File: config.mk
export PLATFORM = sky130hd
export DESIGN_NAME = rle_stream_scheduler
export DESIGN_NICKNAME = d
export VERILOG_FILES = /design/src/rtl/rle_stream_scheduler_pkg.sv /design/src/rtl/rle_stream_scheduler_rr_arbiter.sv /design/src/rtl/rle_stream_scheduler.sv
export SDC_FILE = /design/constraint.sdc
export NUM_CORES = 1
export LEC_CHECK = 0
export ABC_CLOCK_PERIOD_IN_PS = 3500
export BUFFER_PORTS_ARGS = -buffer_cell sky130_fd_sc_hd__buf_2
export CORE_UTILIZATION = 25
export CTS_CLUSTER_DIAMETER = 60
export DETAILED_ROUTE_END_ITERATION = 6
export MAX_ROUTING_LAYER = met4
export SLEW_MARGIN = 20
export SYNTH_ARGS = -nofsm -noshare
export SYNTH_HDL_FRONTEND = slang
export SYNTH_HIERARCHICAL = 1
export SYNTH_SLANG_ARGS = --single-unit
export TNS_END_PERCENT = 10
File: constraint.sdc
create_clock -name CLK -period 3.5 [get_ports CLK]
set_input_delay 0.525 -clock CLK [delete_from_list [all_inputs] [get_ports CLK]]
set_output_delay 0.525 -clock CLK [all_outputs]
set_load 0.02 [all_outputs]
File: src/rtl/rle_stream_scheduler_pkg.sv
// Shared definitions for the row compressor: scheduler FSM encoding, packet header
// layout and channel identifiers.
package compressor_pkg;

    typedef enum logic [2:0] {
        ST_IDLE  = 3'd0,
        ST_SYNC0 = 3'd1,
        ST_SYNC1 = 3'd2,
        ST_HDR   = 3'd3,
        ST_VAL   = 3'd4,
        ST_CNT   = 3'd5
    } state_e;

    localparam logic [1:0] HDR_PREFIX = 2'b10;

    localparam logic [1:0] CH_Y = 2'd0;
    localparam logic [1:0] CH_U = 2'd1;
    localparam logic [1:0] CH_V = 2'd2;

    // Header byte: prefix, channel id, end-of-row flag, three reserved zero bits.
    function automatic logic [7:0] make_header(input logic [1:0] ch, input logic last);
        return {HDR_PREFIX, ch, last, 3'b000};
    endfunction

endpackage

File: src/rtl/rle_stream_scheduler_rr_arbiter.sv
// Round-robin arbiter: combinational one-hot grant searching upward from a registered
// pointer, which moves to one past the winner whenever a grant is taken.
module rr_arbiter
    import compressor_pkg::*;
#(
    parameter int NumChannels = 3
) (
    input  logic                   CLK,
    input  logic                   RST,
    input  logic [NumChannels-1:0] req_i,
    input  logic                   advance_i,
    output logic [NumChannels-1:0] grant_o,
    output logic [1:0]             grant_idx_o,
    output logic                   grant_valid_o
);

    logic [1:0] ptr_q;
    logic [1:0] ptr_d;

    // Grant search and pointer update.
    always_comb begin
        int  cand;
        logic hit;
        cand          = 0;
        hit           = 1'b0;
        grant_idx_o   = 2'd0;
        grant_valid_o = 1'b0;
        for (int off = 0; off < NumChannels; off++) begin
            cand = (int'(ptr_q) + off >= NumChannels) ? int'(ptr_q) + off - NumChannels
                                                      : int'(ptr_q) + off;
            hit           = req_i[cand] & ~grant_valid_o;
            grant_idx_o   = hit ? 2'(cand) : grant_idx_o;
            grant_valid_o = grant_valid_o | hit;
        end
        for (int k = 0; k < NumChannels; k++) begin
            grant_o[k] = grant_valid_o & (grant_idx_o == 2'(k));
        end
        if (advance_i && grant_valid_o) begin
            ptr_d = (int'(grant_idx_o) == NumChannels - 1) ? 2'd0 : grant_idx_o + 2'd1;
        end else begin
            ptr_d = ptr_q;
        end
    end

    // Pointer register.
    always_ff @(posedge CLK or negedge RST) begin
        if (!RST) begin
            ptr_q <= CH_Y;
        end else begin
            ptr_q <= ptr_d;
        end
    end

endmodule

File: src/rtl/rle_stream_scheduler.sv
// Serialises (value, count) runs from the Y/U/V RLE channels into 3-byte packets on the
// shared UART TX byte path, inserting a two-byte sync marker at frame boundaries.
module rle_stream_scheduler
    import compressor_pkg::*;
#(
    parameter int         NumChannels = 3,
    parameter logic [7:0] SyncByte0   = 8'hA5,
    parameter logic [7:0] SyncByte1   = 8'h5A
) (
    input  logic                     CLK,
    input  logic                     RST,
    input  logic                     i_frame_start,
    input  logic [NumChannels-1:0]   i_run_valid,
    input  logic [8*NumChannels-1:0] i_run_val,
    input  logic [8*NumChannels-1:0] i_run_cnt,
    input  logic [NumChannels-1:0]   i_run_last,
    output logic [NumChannels-1:0]   o_run_ack,
    output logic [7:0]               o_byte,
    output logic                     o_byte_valid,
    input  logic                     i_tx_ready,
    output logic                     o_busy
);

    state_e     state_q, state_d;
    logic       sync_pend_q, sync_pend_d;
    logic       arm_q;
    logic [7:0] val_q, val_d;
    logic [7:0] cnt_q, cnt_d;
    logic       last_q, last_d;
    logic [1:0] gid_q, gid_d;
    logic [7:0] byte_q, byte_d;
    logic       byte_valid_q, byte_valid_d;
    logic       busy_q, busy_d;

    logic [NumChannels-1:0] req_s;
    logic [NumChannels-1:0] gnt_s;
    logic [1:0]             gnt_idx_s;
    logic                   gnt_valid_s;
    logic                   grant_en_s;
    logic                   xfer_s;
    logic [7:0]             sel_val_s;
    logic [7:0]             sel_cnt_s;
    logic                   sel_last_s;

    // arm_q keeps the ack path quiet while reset is held and for the first cycle after it.
    assign grant_en_s   = arm_q & (state_q == ST_IDLE) & ~sync_pend_q;
    assign req_s        = i_run_valid & {NumChannels{grant_en_s}};
    assign xfer_s       = byte_valid_q & i_tx_ready;
    assign o_run_ack    = gnt_s;
    assign o_byte       = byte_q;
    assign o_byte_valid = byte_valid_q;
    assign o_busy       = busy_q;

    rr_arbiter #(
        .NumChannels(NumChannels)
    ) u_arb (
        .CLK          (CLK),
        .RST          (RST),
        .req_i        (req_s),
        .advance_i    (gnt_valid_s),
        .grant_o      (gnt_s),
        .grant_idx_o  (gnt_idx_s),
        .grant_valid_o(gnt_valid_s)
    );

    // One-hot select of the granted channel's run fields.
    always_comb begin
        sel_val_s  = 8'h00;
        sel_cnt_s  = 8'h00;
        sel_last_s = 1'b0;
        for (int k = 0; k < NumChannels; k++) begin
            sel_val_s  = sel_val_s  | (i_run_val[8*k +: 8] & {8{gnt_s[k]}});
            sel_cnt_s  = sel_cnt_s  | (i_run_cnt[8*k +: 8] & {8{gnt_s[k]}});
            sel_last_s = sel_last_s | (i_run_last[k] & gnt_s[k]);
        end
    end

    // Next state and run capture.
    always_comb begin
        state_d = state_q;
        val_d   = val_q;
        cnt_d   = cnt_q;
        last_d  = last_q;
        gid_d   = gid_q;
        case (state_q)
            ST_IDLE: begin
                if (sync_pend_q) begin
                    state_d = ST_SYNC0;
                end else if (gnt_valid_s) begin
                    val_d   = sel_val_s;
                    cnt_d   = sel_cnt_s;
                    last_d  = sel_last_s;
                    gid_d   = gnt_idx_s;
                    state_d = (sel_cnt_s == 8'd0) ? ST_IDLE : ST_HDR;
                end else begin
                    state_d = ST_IDLE;
                end
            end
            ST_SYNC0: state_d = xfer_s ? ST_SYNC1 : ST_SYNC0;
            ST_SYNC1: state_d = xfer_s ? ST_IDLE  : ST_SYNC1;
            ST_HDR:   state_d = xfer_s ? ST_VAL   : ST_HDR;
            ST_VAL:   state_d = xfer_s ? ST_CNT   : ST_VAL;
            ST_CNT:   state_d = xfer_s ? ST_IDLE  : ST_CNT;
            default:  state_d = ST_IDLE;
        endcase
    end

    // Pending sync marker; a pulse while the marker is already going out is absorbed.
    always_comb begin
        if (i_frame_start && (state_q != ST_SYNC0) && (state_q != ST_SYNC1)) begin
            sync_pend_d = 1'b1;
        end else if ((state_q == ST_SYNC1) && xfer_s) begin
            sync_pend_d = 1'b0;
        end else begin
            sync_pend_d = sync_pend_q;
        end
    end

    // Output byte for the state being entered, so the outputs come straight from flops.
    always_comb begin
        byte_d       = 8'h00;
        byte_valid_d = 1'b1;
        case (state_d)
            ST_SYNC0: byte_d = SyncByte0;
            ST_SYNC1: byte_d = SyncByte1;
            ST_HDR:   byte_d = make_header(gid_d, last_d);
            ST_VAL:   byte_d = val_d;
            ST_CNT:   byte_d = cnt_d;
            default: begin
                byte_d       = 8'h00;
                byte_valid_d = 1'b0;
            end
        endcase
        busy_d = (state_d != ST_IDLE);
    end

    // State, capture and output registers.
    always_ff @(posedge CLK or negedge RST) begin
        if (!RST) begin
            state_q      <= ST_IDLE;
            sync_pend_q  <= 1'b0;
            arm_q        <= 1'b0;
            val_q        <= 8'h00;
            cnt_q        <= 8'h00;
            last_q       <= 1'b0;
            gid_q        <= 2'd0;
            byte_q       <= 8'h00;
            byte_valid_q <= 1'b0;
            busy_q       <= 1'b0;
        end else begin
            state_q      <= state_d;
            sync_pend_q  <= sync_pend_d;
            arm_q        <= 1'b1;
            val_q        <= val_d;
            cnt_q        <= cnt_d;
            last_q       <= last_d;
            gid_q        <= gid_d;
            byte_q       <= byte_d;
            byte_valid_q <= byte_valid_d;
            busy_q       <= busy_d;
        end
    end

endmodule
# Word level (Yosys, flattened, before mapping)
# Cells that the tools add are included.
[op_classes] addsub=6 n_lt_le_gt_ge=6 n_eq_ne=15 n_mux=41 n_bitwise=29 n_reduce_logical=9
[op_table] cell="$lt A32 B4 Y1 const B" n=3
[op_table] cell="$mux W32" n=3
[op_table] cell="$ge A32 B3 Y1 const B" n=2
[op_table] cell="$sub A32 B3 Y32 const B" n=2
[op_table] cell="$and A8 B8 Y8" n=6
[op_table] cell="$mux W8" n=6
[op_table] cell="$pmux W8 S5" n=1
[op_table] cell="$or A8 B8 Y8" n=4
[op_table] cell="$mux W2" n=12
[op_table] cell="$pmux W3 S6" n=1
[op_table] cell="$mux W1" n=13
[op_table] cell="$eq A3 B2 Y1 const B" n=4
[op_table] cell="$eq A3 B3 Y1 const B" n=4
[op_table] cell="$and A1 B1 Y1" n=11
[op_table] cell="$logic_not A8 Y1" n=1
[op_table] cell="$bmux W1 S2" n=3
[op_table] cell="$eq A3 B1 Y1 const B" n=2
[op_table] cell="$mux W3" n=2
[op_table] cell="$reduce_or A5 Y1" n=1
[op_table] cell="$eq A2 B2 Y1 const B" n=2
[op_table] cell="$or A1 B1 Y1" n=4
[op_table] cell="$add A2 B1 Y3 const B" n=1
[op_table] cell="$add A2 B2 Y3 const B" n=1
[op_table] cell="$and A3 B3 Y3" n=1
[op_table] cell="other kinds (12)" n=16
[word_totals] ff_bits=36 input_bits=58 out_inout_bits=13

# Longest topological paths before layout
# Gate-level depths: netlist of the first run.
[depth] depth_word=26 depth_mapped=18 depth_no_buf=15

# By module
# The synthesis of the first run kept the hierarchy.
[by_module_without_submodules] mod="rle_stream_scheduler" instances=1 cells_each=165 area_per_inst_um2=1780.5 seq_area_each_um2=850.8
[by_module_without_submodules] mod="rr_arbiter" instances=1 cells_each=46 area_per_inst_um2=377.9 seq_area_each_um2=50.0

# Worst setup path before layout of the first run
# OpenSTA, ideal clock, no wires.
[synth_timing] kind="reg-to-reg" from="register state_q[1]" to="register busy_q, in the netlist o_busy" setup_time_ps=131 arrival_time_ps=3253 t_required_ps=3369 setup_slack_ps=116 stages_incl_launch_ff=18 path_buffers=4 synth_period_minus_slack_ps=3384 path_cell_list="dfrtp_1 buf_6 nor2_1 and3_1 and2_1 and3b_4 o21bai_1 nor2_1 a221oi_2 nor2_1 buf_6 buf_6 a222oi_1 nand4_1 nor2_1 o32ai_1 buf_6 or3_1"
[synth_between] elab_chain_cells=24 elab_cells_between_ends=44
[synth_lines] item="start, declared" line="rle_stream_scheduler.sv:24" text="state_e state_q, state_d;"
[synth_lines] item="start signal, assigned" line="rle_stream_scheduler.sv:151" text="state_q <= state_d;"
[synth_lines] item="$logic_not A3 Y1 (*)" line="rle_stream_scheduler.sv:46" text="assign grant_en_s = arm_q & (state_q == ST_IDLE) & ~sync_pend_q;"
[synth_lines] item="$and A1 B1 Y1 (*) (2 in series)" line="rle_stream_scheduler.sv:46"
[synth_lines] item="$and A3 B3 Y3 (*)" line="rle_stream_scheduler.sv:47" text="assign req_s = i_run_valid & {NumChannels{grant_en_s}};"
[synth_lines] item="net req_s[2]" line="rle_stream_scheduler.sv:35" text="logic [NumChannels-1:0] req_s;"
[synth_lines] item="$bmux W1 S2" line="rle_stream_scheduler_rr_arbiter.sv:31" text="hit = req_i[cand] & ~grant_valid_o;"
[synth_lines] item="$mux W1 (not written as such) (2 in series)" line="rle_stream_scheduler_rr_arbiter.sv:31"
[synth_lines] item="$not A1 Y1" line="rle_stream_scheduler_rr_arbiter.sv:31"
[synth_lines] item="$and A1 B1 Y1" line="rle_stream_scheduler_rr_arbiter.sv:31"
[synth_lines] item="[... 4 more ...]"
[synth_lines] item="net gnt_idx_s[0]" line="rle_stream_scheduler.sv:37" text="logic [1:0] gnt_idx_s;"
[synth_lines] item="[... 2 more ...]"
[synth_lines] item="net o_run_ack[0]" line="rle_stream_scheduler.sv:17" text="output logic [NumChannels-1:0] o_run_ack,"
[synth_lines] item="[... 3 more ...]"
[synth_lines] item="$logic_not A8 Y1 (*)" line="rle_stream_scheduler.sv:94" text="state_d = (sel_cnt_s == 8'd0) ? ST_IDLE : ST_HDR;"
[synth_lines] item="$mux W2 (*)" line="rle_stream_scheduler.sv:94"
[synth_lines] item="$mux W2 (*)" line="rle_stream_scheduler.sv:89" text="end else if (gnt_valid_s) begin"
[synth_lines] item="$mux W2 (*)" line="rle_stream_scheduler.sv:87" text="if (sync_pend_q) begin"
[synth_lines] item="$pmux W3 S6 (*)" line="rle_stream_scheduler.sv:85" text="case (state_q)"
[synth_lines] item="net state_d[1]" line="rle_stream_scheduler.sv:24"
[synth_lines] item="$reduce_bool A3 Y1 (*)" line="rle_stream_scheduler.sv:134" text="busy_d = (state_d != ST_IDLE);"
[synth_lines] item="net busy_d" line="rle_stream_scheduler.sv:33" text="logic busy_q, busy_d;"
[synth_lines] item="end signal, assigned" line="rle_stream_scheduler.sv:160" text="busy_q <= busy_d;"
[synth_lines] item="end, declared" line="rle_stream_scheduler.sv:33"
# Mark *: on every way through the listed nets, which the timed path passes. The rest lies on a longest branch. The select of a mux whose other input is x is not followed.
# A chain may end at the register's enable or synchronous reset.

# Worst setup path after layout of the first run
[layout_timing] from="register u_arb.ptr_q[1]" to="register byte_q[5], in the netlist o_byte[5]"
[layout_between] elab_chain_cells=23 elab_cells_between_ends=65
[layout_lines] item="start, declared" line="rle_stream_scheduler_rr_arbiter.sv:17" text="logic [1:0] ptr_q;"
[layout_lines] item="start signal, assigned" line="rle_stream_scheduler_rr_arbiter.sv:50" text="ptr_q <= ptr_d;"
[layout_lines] item="$add A2 B1 Y3, or another cell as far along" line="rle_stream_scheduler_rr_arbiter.sv:29, rle_stream_scheduler_rr_arbiter.sv:30"
[layout_lines] item="$sub A32 B3 Y32, or another cell as far along" line="rle_stream_scheduler_rr_arbiter.sv:29" text="cand = (int'(ptr_q) + off >= NumChannels) ? int'(ptr_q) + off - NumChannels"
[layout_lines] item="$mux W32 / $bmux W1 S2 (equally long branches)" line="rle_stream_scheduler_rr_arbiter.sv:29, rle_stream_scheduler_rr_arbiter.sv:31"
[layout_lines] item="$bmux W1 S2 / $mux W1 (equally long branches)" line="rle_stream_scheduler_rr_arbiter.sv:31"
[layout_lines] item="$mux W1 (not written as such)" line="rle_stream_scheduler_rr_arbiter.sv:31"
[layout_lines] item="$mux W1 (not written as such) / $not A1 Y1 (equally long branches)" line="rle_stream_scheduler_rr_arbiter.sv:31"
[layout_lines] item="$and A1 B1 Y1" line="rle_stream_scheduler_rr_arbiter.sv:31"
[layout_lines] item="$or A1 B1 Y1" line="rle_stream_scheduler_rr_arbiter.sv:33" text="grant_valid_o = grant_valid_o | hit;"
[layout_lines] item="[... 3 more ...]"
[layout_lines] item="net gnt_idx_s[0]" line="rle_stream_scheduler.sv:37"
[layout_lines] item="[... 5 more ...]"
[layout_lines] item="$logic_not A8 Y1" line="rle_stream_scheduler.sv:94"
[layout_lines] item="$mux W2" line="rle_stream_scheduler.sv:94"
[layout_lines] item="$mux W2" line="rle_stream_scheduler.sv:89"
[layout_lines] item="$mux W2" line="rle_stream_scheduler.sv:87"
[layout_lines] item="$pmux W3 S6" line="rle_stream_scheduler.sv:85"
[layout_lines] item="$eq A3 B3 Y1, or another cell as far along" line="rle_stream_scheduler.sv:123" text="case (state_d)"
[layout_lines] item="$pmux W8 S5 (*)" line="rle_stream_scheduler.sv:123"
[layout_lines] item="net byte_d[5]" line="rle_stream_scheduler.sv:31" text="logic [7:0] byte_q, byte_d;"
[layout_lines] item="end signal, assigned" line="rle_stream_scheduler.sv:158" text="byte_q <= byte_d;"
[layout_lines] item="end, declared" line="rle_stream_scheduler.sv:31"
# Marks and branches as above.

==> results of run 1 <==
==> cells by family (layout without fill, tap and decap cells) <==
| family | count (synthesis) | after routing | synth area share |
|---|---|---|---|
| fa+ha+maj | 4 | 4 | 0.0232 |
| compound gates | 73 | 73 | 0.264 |
| buf+inv | 21 | 134 | 0.0904 |
| xor+xnor | 2 | 2 | 0.00812 |
| flops | 36 | 36 | 0.417 |
| simple gates | 66 | 66 | 0.157 |
| other cells | 1 | 1 | 0.00174 |
| mux | 8 | 8 | 0.0388 |
==> per-layer routing <==
layer / wire, um / global-route usage / share of wire
met1: 2850 / 0.196 / 0.45
met2: 2930 / 0.200 / 0.47
met3: 321 / 0.0258 / 0.051
met4: 186 / 0.0745 / 0.030
met5: 0 / - / 0
==> worst max path at each step <==
| stage | startpoint | endpoint | slack (ns) | cells after the start |
|---|---|---|---|---|
| detailed placement | i_run_valid[1] | o_byte[5]$_DFF_PN0_ | -0.09 | 15 |
| CTS | sync_pend_q$_DFFE_PN0P_ | o_byte[5]$_DFF_PN0_ | -0.1 | 16 |
| finish | u_arb/ptr_q[1]$_DFFE_PN0P_ | o_byte[5]$_DFF_PN0_ | -0.06 | 15 |
| global placement | i_run_valid[1] | o_busy$_DFF_PN0_ | -0.04 | 14 |
| floorplan | state_q[1]$_DFF_PN0_ | o_busy$_DFF_PN0_ | 0.12 | 17 |
| global route | u_arb/ptr_q[1]$_DFFE_PN0P_ | o_byte[5]$_DFF_PN0_ | -0.27 | 15 |
==> layout make-up <==
type / count / area, sq um
fill: 812 / 5190
sequential: 36 / 901
clock buffer: 5 / 68.8
clock inverter: 3 / 42.5
tap: 105 / 131
multi-input combinational: 154 / 1200
timing repair buffer: 120 / 743
inverter: 6 / 22.5
==> cells in the mapped netlist (4+ instances only) <==
library cell and n:
a21oi_1 21, a21oi_2 5, a222oi_1 17, buf_6 8, dfrtp_1 36, ha_1 4, inv_1 5, mux2i_1 5
nand2_1 12, nor2_1 25, nor2_2 4
==> through the flow <==
step                      instance area (sq um)  power, mW  utilization  setup TNS [ns]  worst slack (ns)
after floorplan                            2160       1.41            -               0             0.116
after global placement                     2760       1.79        0.332          -0.150           -0.0449
after detailed placement                   2760       1.80        0.332          -0.420           -0.0872
after CTS                                  2890       2.20        0.348          -0.394           -0.0978
after global routing                       3110       2.54        0.374           -1.90            -0.267
final                                      3110       2.37        0.374          -0.171           -0.0567
==> power groups by stage <==
| stage | sequential [mW] | clock [mW] | combinational, mW |
|---|---|---|---|
| final | 0.652 | 0.361 | 1.36 |
| after global routing | 0.671 | 0.389 | 1.48 |
| after CTS | 0.651 | 0.371 | 1.17 |
| after detailed placement | 0.657 | 0 | 1.14 |
| after global placement | 0.652 | 0 | 1.14 |
| after floorplan | 0.705 | 0 | 0.706 |
==> sequential cells by signal (all words and copies together), names as in the netlist <==
register / cells
o_byte_valid: 1
last_q: 1
gid_q: 2
o_byte: 8
state_q: 3
u_arb/ptr_q: 2
o_busy: 1
val_q: 8
sync_pend_q: 1
cnt_q: 8
arm_q: 1
==> timing repair <==
item	CTS	global route
buffers inserted	1	11
endpoints found under the setup margin	9	11
cloned	0	1
pin swaps	2	16
gates resized for setup	2	28
==> results.json, run 1 <==
{
  "status": "finished, violations left",
  "violations": "negative setup slack",
  "r2r_slack_ns": -0.06,
  "hold_path.class": "input pin to async pin",
  "ys_warn_count": 6,
  "dr_total_vias": 2149,
  "fin_worst_skew_ns": 0.00512,
  "routabilityCongestion": 0.935,
  "io_pins": 71,
  "nets": 385,
  "cts_sinks": 36,
  "p_int_mw": 1.44,
  "path_buf_inv": 3,
  "clk_pin_slew_worst_paths_ns": 0.07,
  "rsz0062_at_grt": "yes",
  "rows": 33,
  "drtIter0Drc": 205,
  "maxCapViolCount": 0,
  "crit_path_cell_trace": "ha_4 > buf_4 > nand3b_1 > o21a_1 > o21ai_2 > a221oi_4 > nor2_2 > buf_6 > a222oi_1 > nand4_1 > nor2_2 > o21a_1 > buf_6 > mux2i_2 > o221ai_2",
  "antenna_found_initial": 0,
  "clockRootBuffer": "clkbuf_8",
  "yosys.area.top_type_share": 0.417,
  "ys_types": 53,
  "avgSynthCellArea_sq_um": 10.2,
  "viasPerCell": 5.01,
  "critPathSlowestCell": "a222oi_1",
  "placed_cells": 408,
  "p_sw_frac": 0.393,
  "slowest_delay_ns": 0.52,
  "grt_usage": 0.143,
  "ctsHoldBuffers": 0,
  "synth-seq-area-share": 0.417,
  "setup-violations-final": 5,
  "grt_pass1_vias": 1908,
  "p_leak_nw": 1.42,
  "syn2layout_area_growth_pct": 43.9,
  "switchingPower_mw": 0.931,
  "fin_crit_sh": 1.02,
  "max_freq_mhz": 281,
  "cp_max_fo": 6,
  "slew_viol_final": 0,
  "ant_nets": 0,
  "layout.cells.most_common": "buf_2",
  "wire_per_inst_um": 14.7,
  "path_class": "flip-flop to flip-flop",
  "first_pass_iters": 6,
  "synthArstFlopShare": 1.00,
  "clk_path_buf_depth": 2,
  "clockPowerShare": 0.152,
  "relSlewSlack": 0.461,
  "grt_pass1_wl_mm": 9.45,
  "drive_gt1_frac": 0.531,
  "finalHoldViolations": 0,
  "critPathTopFamily": "compound AO/OA/AOI/OAI gates",
  "fin_ws_ns": -0.0567,
  "h-tree-depth": 2,
  "worstPathRequired_ns": 3.67,
  "tightestPinTransition_ns": 0.809,
  "worst-r2r-cell-count": 15,
  "layout_common_cells": "buf_2 (71), buf_4 (46), dfrtp_1 (36)",
  "worstSetupStartpointType": "flip-flop",
  "cts_buffers": 5,
  "port_buffers": 70,
  "initial_core_util": 0.260,
  "crit_arrival_ns": 3.73,
  "die_width_um": 94.9,
  "synth_edf_count": 0,
  "die_h_um": 94.9,
  "cts_tree": "done",
  "timing.rr.end": "o_byte[5]$_DFF_PN0_",
  "dp_hpwl_mm": 4.72,
  "dieArea_sq_um": 9010,
  "drc_errors": 0,
  "synth-seq-cells": 36,
  "ir_drop_mv": 0.303,
  "drt-total-wl_mm": 6.29,
  "grt_max_degree": 37,
  "synthTopCellsByArea": "dfrtp_1 (42%), a222oi_1 (7.9%), a21oi_1 (4.9%)",
  "synth_top_area_cell": "dfrtp_1",
  "timing.hold.ws_ns": 0.322,
  "finalNonFillerCells": 429,
  "synth_area_sq_um": 2160,
  "pwr-share-seq": 0.275,
  "final.min_clock_period_ns": 3.56,
  "yosys_most_used_dff": "dfrtp_1",
  "powerDensity_nw_per_um2": 762,
  "netlist_instances": 211,
  "grt-ovfl-total": 0,
  "insertion_delay_ns": 0.29,
  "coreArea_sq_um": 8300,
  "syn_nets": 273,
  "end_kind": "flip-flop",
  "combPwrFrac": 0.572,
  "n_antenna_cell": 0,
  "reg2reg_from": "u_arb/ptr_q[1]$_DFFE_PN0P_"
}
No activity file was read; power rests on OpenSTA's default activity.
==> run 2: changes to the inputs <==
--- a/config.mk
+++ b/config.mk
@@ -14,6 +14,5 @@
 export SLEW_MARGIN = 20
 export SYNTH_ARGS = -nofsm -noshare
 export SYNTH_HDL_FRONTEND = slang
-export SYNTH_HIERARCHICAL = 1
 export SYNTH_SLANG_ARGS = --single-unit
 export TNS_END_PERCENT = 10
==> run 2 against run 1 <==
  * Largest cell class unchanged
  * Utilization fell by 4.3 points
  * Hold slack about the same
  * Maximum frequency rose by 9.5%
  * Critical path depth down 10
  * The run now ends clean
==> results.json, run 2 <==
{
  "status": "finished, final reports clean",
  "crit_path_cell_trace": "nor4_4 > nand3_2 > or3_1 > nor2_2 > buf_2",
  "clk_path_buf_depth": 2,
  "syn_nets": 272,
  "avgSynthCellArea_sq_um": 9.49,
  "clk_pin_slew_worst_paths_ns": 0.07,
  "finalHoldViolations": 0,
  "cts_sinks": 36,
  "hold_path.class": "input pin to async pin",
  "synth_area_sq_um": 2010,
  "cts_resized": 0,
  "syn2layout_area_growth_pct": 27.9,
  "routabilityCongestion": 0.820,
  "fillers": 816,
  "ys_warn_count": 0,
  "rsz0062_at_grt": "no",
  "pre_cts_ws_ns": 0.594,
  "yosys_most_used_dff": "dfrtp_1",
  "yosys.area.top_type_share": 0.448,
  "path_class": "flip-flop to output pin",
  "wire_per_inst_um": 15.1,
  "powerDensity_nw_per_um2": 758,
  "drive_gt1_frac": 0.317,
  "synth_top_area_cell": "dfrtp_1",
  "coreArea_sq_um": 7770,
  "dpl_cell_area_sq_um": 2480,
  "slowest_delay_ns": 0.63,
  "ctsHoldBuffers": 0,
  "synth_top_cells_by_count": "dfrtp_1 (36), nand2_1 (26), nor2_1 (15)",
  "insertion_delay_ns": 0.28,
  "max_freq_mhz": 308,
  "yosysMostFrequentCell": "dfrtp_1",
  "p_sw_frac": 0.401,
  "slew_viol_final": 0,
  "drt-total-wl_mm": 5.85,
  "highest_layer": "met4",
  "cp_max_fo": 15,
  "pwr-share-seq": 0.371,
  "grt_usage": 0.149,
  "grt_pass1_vias": 1914,
  "crit_arrival_ns": 2.72,
  "grt-ovfl-total": 0,
  "dieArea_sq_um": 8410,
  "die_width_um": 91.7,
  "synth-seq-cells": 36,
  "layout.cells.most_common": "buf_2",
  "fin_ws_ns": 0.251,
  "netlist_instances": 212,
  "first_pass_iters": 4,
  "routed-wl-met2_mm": 2.69,
  "initial_core_util": 0.259,
  "switchingPower_mw": 0.782,
  "port_buffers": 70,
  "grt_pass1_wl_mm": 9.40,
  "worstSetupStartpointType": "flip-flop",
  "fin_worst_skew_ns": 0.00234,
  "synthTopCellsByArea": "dfrtp_1 (45%), a222oi_1 (6.5%), nand2_1 (4.9%)",
  "h-tree-depth": 2,
  "relSlewSlack": 0.422,
  "p_leak_nw": 1.26,
  "m1WireLength_mm": 2.75,
  "dr_total_vias": 1921,
  "layout_common_cells": "buf_2 (70), dfrtp_1 (36), nand2_1 (26)",
  "grt_max_degree": 37,
  "viasPerCell": 4.98,
  "fin_tns_setup_ns": 0,
  "finalNonFillerCells": 386,
  "p_int_mw": 1.17,
  "tightestPinTransition_ns": 0.845,
  "postCtsSetupBuffers": 0,
  "cts_buffers": 5,
  "n_antenna_cell": 0,
  "io_pins": 71,
  "setup-violations-final": 0,
  "fin_crit_sh": 0.928,
  "timing.hold.ws_ns": 0.323,
  "finalInstanceArea_sq_um": 2570,
  "placed_cells": 378,
  "critPathSlowestCell": "or3_1",
  "drc_errors": 0,
  "synth-seq-area-share": 0.448,
  "dp_hpwl_mm": 4.61,
  "combPwrFrac": 0.478,
  "die_h_um": 91.7,
  "maxCapViolCount": 0,
  "ys_types": 50,
  "worstPathRequired_ns": 2.97,
  "wl_met3_um": 366,
  "end_kind": "output pin",
  "clockRootBuffer": "clkbuf_8",
  "ir_drop_mv": 0.213,
  "final.min_clock_period_ns": 3.25,
  "drtIter0Drc": 138,
  "ant_nets": 0,
  "synth_edf_count": 0,
  "nets": 343,
  "clockPowerShare": 0.150,
  "synthArstFlopShare": 1.00,
  "rows": 32,
  "cts_tree": "done",
  "antenna_found_initial": 0
}
==> run 2: worst max-delay path, delay by kind of cell, from the launching register on <==
kind	cells	cell delay, ns
buffers and inverters	1	0.25
AND/OR/NAND/NOR	4	1.65
flip-flops	1	0.53
==> run 2: through the flow <==
step,util,power [mW]
CTS,0.331,1.97
global route,0.331,2.12
detailed placement,0.320,1.66
floorplan,-,1.39
global placement,0.320,1.65
finish,0.331,1.95
==> run 2: logic make-up after synthesis <==
group	synth area share
flip-flops	0.448
AO/OA/AOI/OAI	0.279
buffers and inverters	0.0466
adder cells (fa/ha/maj)	0.0124
other	0.00186
multiplexers	0.00995
XOR/XNOR	0.00435
AND/OR/NAND/NOR	0.198
==> run 2: layout make-up <==
cell class | count | area, sq um | area share
Clock buffer | 8 | 90.1 | 0.0350
Inverter | 13 | 48.8 | 0.0190
Multi-Input combinational cell | 152 | 1020 | 0.395
Sequential cell | 36 | 901 | 0.350
Tap cell | 102 | 128 | 0.0496
Timing Repair Buffer | 75 | 388 | 0.151
==> run 2: worst paths after layout <==
| kind | from | to | slack (ns) | cells past startpoint |
|---|---|---|---|---|
| worst max register to register | state_q[0]$_DFF_PN0_ | o_byte[1]$_DFF_PN0_ | 0.59 | 7 |
| max in group asynchronous | RST | val_q[4]$_DFF_PN0_ | 2.68 | 1 |
| worst max-delay path | state_q[0]$_DFF_PN0_ | o_run_ack[0] | 0.25 | 5 |
| min in group CLK | gid_q[0]$_DFF_PN0_ | gid_q[0]$_DFF_PN0_ | 0.47 | 2 |
| worst min-delay path | RST | cnt_q[2]$_DFF_PN0_ | 0.32 | 1 |
| worst min register to register | gid_q[0]$_DFF_PN0_ | gid_q[0]$_DFF_PN0_ | 0.47 | 2 |
==> run 2: metal layers <==
layer / global-route usage / up-vias
li1: - / 947
met1: 0.198 / 901
met2: 0.227 / 68
met3: 0.0315 / 5
met4: 0.0508 / 0
met5: - / -
==> run 2: power by group through the flow <==
stage          Sequential, mW  Combinational (mW)  Clock, mW
2_1_floorplan           0.740               0.649          0
3_3_place_gp            0.726               0.927          0
3_5_place_dp            0.730               0.933          0
4_1_cts                 0.725               0.938      0.302
5_1_grt                 0.751                1.04      0.324
6_report                0.724               0.932      0.293
